[config.mk]
export PLATFORM = sky130hd
export DESIGN_NAME = p22_tex_qspi_sched
export DESIGN_NICKNAME = d
export VERILOG_FILES = /design/src/rtl/p22_tex_qspi_sched.sv
export SDC_FILE = /design/constraint.sdc
export NUM_CORES = 1
export LEC_CHECK = 0
export ABC_CLOCK_PERIOD_IN_PS = 2500
export CAP_MARGIN = 20
export CORE_UTILIZATION = 35
export CTS_BUF_LIST = sky130_fd_sc_hd__clkbuf_16
export CTS_CLUSTER_SIZE = 8
export DETAILED_ROUTE_END_ITERATION = 8
export GPL_TIMING_DRIVEN = 0
export PLACE_DENSITY = 0.62
export SYNTH_ARGS = -nofsm -noshare
export SYNTH_HDL_FRONTEND = slang
export SYNTH_SLANG_ARGS = --single-unit
[constraint.sdc]
create_clock -name i_clk -period 2.5 [get_ports i_clk]
set_input_delay 0.375 -clock i_clk [delete_from_list [all_inputs] [get_ports i_clk]]
set_output_delay 0.375 -clock i_clk [all_outputs]
set_load 0.1 [all_outputs]
[src/rtl/p22_tex_qspi_sched.sv]
// Two-requester scheduler for the texture flash: arbitrates, then runs one Quad Output Fast Read per grant.
// Optional feature macro: TEX_SCHED_RR_EN (round-robin arbitration; fixed priority to req0 when undefined).
module p22_tex_qspi_sched #(
    parameter int         ADDR_W    = 24,
    parameter int         DUMMY_CYC = 8,
    parameter int         MIN_GAP   = 2,
    parameter logic [7:0] CMD       = 8'h6B
) (
    input  logic              i_clk,
    input  logic              i_reset_n,
    input  logic              i_req0,
    input  logic [ADDR_W-1:0] i_addr0,
    input  logic              i_req1,
    input  logic [ADDR_W-1:0] i_addr1,
    output logic              o_ack0,
    output logic              o_ack1,
    output logic [7:0]        o_data,
    output logic              o_busy,
    output logic              o_tex_csb,
    output logic              o_tex_sclk,
    output logic              o_tex_oeb0,
    output logic              o_tex_out0,
    input  logic [3:0]        i_tex_in
);

    localparam int M1      = (ADDR_W > 8) ? ADDR_W : 8;
    localparam int M2      = (DUMMY_CYC > M1) ? DUMMY_CYC : M1;
    localparam int CNT_MAX = (MIN_GAP > M2) ? MIN_GAP : M2;
    localparam int CNT_W   = $clog2(CNT_MAX);
    localparam int SH_W    = 8 + ADDR_W;

    localparam logic [CNT_W-1:0] CMD_LAST   = CNT_W'(7);
    localparam logic [CNT_W-1:0] ADDR_LAST  = CNT_W'(ADDR_W - 1);
    localparam logic [CNT_W-1:0] DUMMY_LAST = CNT_W'(DUMMY_CYC - 1);
    localparam logic [CNT_W-1:0] GAP_LAST   = CNT_W'(MIN_GAP - 1);

    typedef enum logic [2:0] {S_IDLE, S_CMD, S_ADDR, S_DUMMY, S_DATA, S_GAP} state_t;

    state_t           state_q, state_d;
    logic [CNT_W-1:0] cnt_q, cnt_d;
    logic             ph_q, ph_d;        // 0 = phase L (sclk low), 1 = phase H
    logic [SH_W-1:0]  sh_q, sh_d;        // bits still to be shifted out after out0
    logic             id_q, id_d;
    logic [3:0]       nib_q, nib_d;
    logic             csb_q, csb_d, sclk_q, sclk_d, oeb0_q, oeb0_d, out0_q, out0_d;
    logic             ack0_q, ack0_d, ack1_q, ack1_d, busy_q, busy_d;
    logic [7:0]       data_q, data_d;
    logic             grant1;

`ifdef TEX_SCHED_RR_EN
    logic last_q, last_d;                // id granted on the most recent accept
    assign grant1 = i_req1 & (~i_req0 | ~last_q);
`else
    assign grant1 = i_req1 & ~i_req0;
`endif

    // NOTE: every *_d gets its hold value first, so no path through this block can infer a latch.
    always_comb begin
        state_d = state_q;
        cnt_d   = cnt_q;
        ph_d    = ph_q;
        sh_d    = sh_q;
        id_d    = id_q;
        nib_d   = nib_q;
        csb_d   = csb_q;
        sclk_d  = sclk_q;
        oeb0_d  = oeb0_q;
        out0_d  = out0_q;
        ack0_d  = 1'b0;
        ack1_d  = 1'b0;
        busy_d  = busy_q;
        data_d  = data_q;
`ifdef TEX_SCHED_RR_EN
        last_d  = last_q;
`endif
        case (state_q)
            S_IDLE: begin
                if (i_req0 || i_req1) begin
                    state_d = S_CMD;
                    id_d    = grant1;
                    sh_d    = {CMD[6:0], (grant1 ? i_addr1 : i_addr0), 1'b0};
                    out0_d  = CMD[7];
                    csb_d   = 1'b0;
                    sclk_d  = 1'b0;
                    oeb0_d  = 1'b0;
                    busy_d  = 1'b1;
                    cnt_d   = '0;
                    ph_d    = 1'b0;
`ifdef TEX_SCHED_RR_EN
                    last_d  = grant1;
`endif
                end
            end
            S_GAP: begin
                if (cnt_q == GAP_LAST) begin
                    state_d = S_IDLE;
                    busy_d  = 1'b0;
                    cnt_d   = '0;
                end else begin
                    cnt_d = cnt_q + 1'b1;
                end
            end
            S_CMD, S_ADDR, S_DUMMY, S_DATA: begin
                if (!ph_q) begin
                    ph_d   = 1'b1;
                    sclk_d = 1'b1;
                end else begin
                    // End of phase H: next bit goes out and the flash nibble is sampled.
                    ph_d   = 1'b0;
                    sclk_d = 1'b0;
                    cnt_d  = cnt_q + 1'b1;
                    case (state_q)
                        S_CMD: begin
                            out0_d = sh_q[SH_W-1];
                            sh_d   = {sh_q[SH_W-2:0], 1'b0};
                            if (cnt_q == CMD_LAST) begin
                                state_d = S_ADDR;
                                cnt_d   = '0;
                            end
                        end
                        S_ADDR: begin
                            if (cnt_q == ADDR_LAST) begin
                                state_d = S_DUMMY;
                                cnt_d   = '0;
                                out0_d  = 1'b0;
                                oeb0_d  = 1'b1;
                            end else begin
                                out0_d = sh_q[SH_W-1];
                                sh_d   = {sh_q[SH_W-2:0], 1'b0};
                            end
                        end
                        S_DUMMY: begin
                            if (cnt_q == DUMMY_LAST) begin
                                state_d = S_DATA;
                                cnt_d   = '0;
                            end
                        end
                        S_DATA: begin
                            if (cnt_q == '0) begin
                                nib_d = i_tex_in;
                            end else begin
                                data_d  = {nib_q, i_tex_in};
                                ack0_d  = ~id_q;
                                ack1_d  = id_q;
                                csb_d   = 1'b1;
                                oeb0_d  = 1'b0;
                                state_d = S_GAP;
                                cnt_d   = '0;
                            end
                        end
                        default: ;
                    endcase
                end
            end
            default: state_d = S_IDLE;
        endcase
    end

    // NOTE: state registers use non-blocking assignments so all flops update from the same pre-edge values.
    always_ff @(posedge i_clk or negedge i_reset_n) begin
        if (!i_reset_n) begin
            state_q <= S_IDLE;
            cnt_q   <= '0;
            ph_q    <= 1'b0;
            sh_q    <= '0;
            id_q    <= 1'b0;
            nib_q   <= '0;
            csb_q   <= 1'b1;
            sclk_q  <= 1'b0;
            oeb0_q  <= 1'b0;
            out0_q  <= 1'b0;
            ack0_q  <= 1'b0;
            ack1_q  <= 1'b0;
            busy_q  <= 1'b0;
            data_q  <= '0;
`ifdef TEX_SCHED_RR_EN
            last_q  <= 1'b1;
`endif
        end else begin
            state_q <= state_d;
            cnt_q   <= cnt_d;
            ph_q    <= ph_d;
            sh_q    <= sh_d;
            id_q    <= id_d;
            nib_q   <= nib_d;
            csb_q   <= csb_d;
            sclk_q  <= sclk_d;
            oeb0_q  <= oeb0_d;
            out0_q  <= out0_d;
            ack0_q  <= ack0_d;
            ack1_q  <= ack1_d;
            busy_q  <= busy_d;
            data_q  <= data_d;
`ifdef TEX_SCHED_RR_EN
            last_q  <= last_d;
`endif
        end
    end

    assign o_ack0     = ack0_q;
    assign o_ack1     = ack1_q;
    assign o_data     = data_q;
    assign o_busy     = busy_q;
    assign o_tex_csb  = csb_q;
    assign o_tex_sclk = sclk_q;
    assign o_tex_oeb0 = oeb0_q;
    assign o_tex_out0 = out0_q;

endmodule

# Word-level counts from Yosys, hierarchy flattened
# Index checks and enable logic that the tools add are counted.
# Widths: inputs -> output; s select.
# classes
add_sub_neg	1
div_mod_pow	0
n_reduce_logical	19
multipliers	0
magnitude_cmp	0
shifts	0
n_mux	50
bitwise	4
eq_ne	21
# ops
operator	n
$pmux 32 s2	2
$mux 32	3
$mux 5	6
$pmux 5 s3	2
$mux 24	1
$mux 3	7
$ne 3x3->1 const B	7
$mux 1	20
$pmux 1 s2	7
$pmux 3 s4	1
$reduce_and 4->1	3
$ne 2x2->1 const B	5
$reduce_and 5->1	2
$pmux 3 s3	1
$reduce_and 8->1	1
$eq 3x2->1 const B	2
$eq 3x3->1 const B	2
$reduce_and 3->1	2
$reduce_and 6->1	1
$add 5x1->5 const B	1
$eq 5x1->1 const B	1
$eq 5x3->1 const B	1
$eq 5x5->1 const B	1
$logic_not 5->1	1
11 further kinds	15
# word_totals
out_inout_bits	15
n_memories	0
reg_bits	60
input_bits	56
latchBits	0
mem_bits_rw	0
rom_bits	0

# Logic depth before layout (Yosys ltp)
# depth
depth_word	5
ltp_mapped	8
mapped_depth_nobuf	7

# Least setup slack after synthesis
# OpenSTA, ideal clock, no wires.
# synth_path
kind	register -> register
from	reg, netlist name o_tex_sclk
to	reg out0_q (netlist: o_tex_out0)
period_less_slack_ns	2.292
slack_ns	0.208
setup_ns	0.069
arrival_ns	2.223
stages_incl_launch_ff	6
t_required_ns	2.431
cell_sequence	dfrtp_1 > buf_2 > nor2_1 > or4b_2 > o21ai_0 > a221o_1
# synth_lines
element	line_no	rtl
end signal: assignment	189	out0_q <= out0_d;
end: declaration	45	logic csb_q, csb_d, sclk_q, sclk_d, oeb0_q, oeb0_d, out0_q, out0_d;

# Final worst setup path
# layout_path
from	reg csb_q (netlist: o_tex_csb)
to	out o_tex_csb
# layout_lines
element	line_no	rtl
start: declaration	45	
start signal: assignment	186	csb_q <= csb_d;
end: declaration	19	output logic o_tex_csb,
# No word-level cell between the ends.

==> results.md <==
- Slew headroom: 31.91%
- Element type at the critical path start: flip-flop
- Syn_nets: 388
- Number of clock sinks: 59
- Vias/cell: 5.013
- PwrDens: 573.3 mW/mm^2
- Synthesized area per cell: 9.557 sq um
- RSZ-0062 raised after global routing: false
- Register area: 0.001478 sq mm
- Area of the multi-input gates: 0.001484 sq mm
- Most common cell after layout, fill and taps aside: clkdlybuf4s50_1
- Starting density of the core: 36.05%
- Core area: 0.008721 sq mm
- Fin cells: 526
- Crit path max-delay family: buffers and inverters
- Period utilisation layout: 94.82%
- Total grt overflow: 0
- Drt first-iter violations: 185
- Wire per inst: 13.76 um
- Count of cell types in the netlist: 52
- Clock H-tree levels: 3
- Post-CTS sizing: 0
- Worst-Margin Slew: 1018 ps
- Area grow syn2layout: 38.12%
- Setup Skew: 7.710 ps
- Status: completed
- Maximum clock insertion buffer count: 2
- Final Slew Violations: 0
- Max_cap viols: 0
- Crit path required time: 2120 ps
- Mapped cell area: 0.003144 sq mm
- Leakage: 1.862 nW
- Seq/Total Area, Yosys: 47.00%
- Synthesized flop and latch total: 59
- IO Pins: 71
- Top_reg_cell synth: dfrtp_1
- Final WL: 7236 um
- Worst path slowest cell: clkdlybuf4s50_1
- Site Rows: 34
- Pin count of the biggest net entering global routing: 27
- DP Wirelength: 5331 um
- Worst-skew pair later-pin latency: 320 ps
- # diodes: 0
- Reg clk slew, reported paths: 50 ps
- Die X-Extent: 96.78 um
- Crit-path cells: clkdlybuf4s50_1
- Critical Path Sink Type: output pin
- Final ANT Viol Nets: 0
- GRT Util Overall: 16.33%
- Slowest stage delay, CP: 1140 ps
- I/O Buffers: 70
- Post-Synthesis Cells: 329
- Layout cells sized above 1: 14.83%
- Commonest cells after routing, fill and taps aside: 69 x clkdlybuf4s50_1, 58 x dfrtp_1, 42 x nand2_1, 40 x o21ai_0, 39 x nor2_1
- DP Cell Count: 509
- Crit path buf inv count: 1
- CTS tree: built
- Hold Path Class: flip-flop to flip-flop
- CP max FO: 2
- Initial antenna violation count: 0
- Worst EP arrival: 2000 ps
- FFs w/ async S/R, synth: 100.0%
- Final WS setup: 129.4 ps
- Syn. warnings: 0
- DRC viols: 0
- Peak Freq: 421.8 MHz
- Final Hold Vio Count: 0
- Worst VDD drop: 0.4138 mV
- Placer Congestion: 0.8492
- CTS Root Buffer Type: clkbuf_16
- Final #Nets: 472
- Vias: 2637
- Number of flops mapped to enable cells by yosys: 0
- Area of the die: 0.009366 sq mm
- Pre-CTS WS: 121.5 ps
- Vias in the first global route: 2535
- Design Area, Final: 0.004343 sq mm
- FILL cells: 832
- DR pass1 iterations: 4
- Area after DPL: 0.004023 sq mm
- Die Y: 96.78 um
- Crit path kind: flip-flop to output pin
- Min cycle time layout: 2371 ps
- Final setup fails: 0
- Clock buffer count from CTS: 9
- First-pass GRT wire length: 12410 um
- Post-layout util: 49.80%
## worst paths after layout
kind / cells after the start / slack (ps) / endpoint / startpoint
min in group asynchronous: 2 / 480 / cnt_q[0] / i_reset_n
worst min-delay path: 2 / 460 / o_tex_csb / o_tex_csb
worst min register to register: 2 / 460 / o_tex_csb / o_tex_csb
max in group asynchronous: 4 / 1380 / sh_q[11] / i_reset_n
worst max-delay path: 1 / 130 / o_tex_csb / o_tex_csb
worst max register to register: 8 / 360 / sh_q[8] / cnt_q[0]
## state kept, by name, indices dropped and copies added, names as in the netlist
register and count:
cnt_q 5, id_q 1, nib_q 4, o_ack0 1, o_ack1 1, o_busy 1, o_data 8, o_tex_csb 1
o_tex_oeb0 1, o_tex_out0 1, o_tex_sclk 1, sh_q 31, state_q 3
## layout make-up
type | count | share of cell area (%)
well taps | 108 | 3.112
multi-input cells | 239 | 34.17
plain buffers | 23 | 3.515
inverters | 8 | 0.6914
clock inverters | 7 | 1.959
repair buffers | 73 | 17.34
clock buffers | 9 | 5.186
flip-flops and latches | 59 | 34.02
## power breakdown
group / switching (W) / internal [W] / total (W)
sequential: 0.00000942 / 0.000974 / 0.000983
clock: 0.000421 / 0.000860 / 0.00128
combinational: 0.000103 / 0.000122 / 0.000225
total: 0.000534 / 0.00196 / 0.00249
## synth_stat cells (all sizes together), types with 2 or more instances
library cell	number	area, sq um
nand4b	2	17.52
mux2	13	146.4
nand3	7	40.04
nand2	42	157.7
nor2b	4	25.02
nand4	3	18.77
nor2	40	166.4
o21ai	40	200.2
nor4	2	18.77
or4b	2	23.77
dfrtp	58	1451
mux2i	23	230.2
inv	8	30.03
nor4b	2	32.53
clkbuf	8	70.06
a22oi	2	15.01
a21oi	29	145.1
buf	15	82.58
ha	3	37.54
## metrics by stage
step | power, W | TNS (ps) | hold WS, ps
2_1_floorplan | 0.001088 | 0 | 79.41
3_3_place_gp | 0.001217 | -51340 | 447.6
3_5_place_dp | 0.001228 | 0 | 293.3
4_1_cts | 0.002528 | 0 | 464.9
5_1_grt | 0.002588 | 0 | 473.0
6_report | 0.002490 | 0 | 464.5
## cell families after synthesis
group	after synthesis	share of synthesized area, %
compound gates	87	15.84
xor+xnor	2	0.5572
fa+ha+maj	3	1.194
buf+inv	31	5.810
flops	59	47.00
mux	36	11.98
simple gates	111	17.63
## repair_timing
item / 4_1_cts / 5_1_grt
buffers inserted: 0 / 0
setup endpoints to repair: 0 / 0
endpoints found under the hold margin: 12 / 0
hold buffers: 1 / 0
## per-layer routing
metal | global-route usage, % | routed length (um)
met4 | 4.018 | 44
met2 | 24.43 | 3435
met1 | 22.80 | 3467
met3 | 5.419 | 289
met5 | 0 | 0
(Power assumes the default switching activity.)
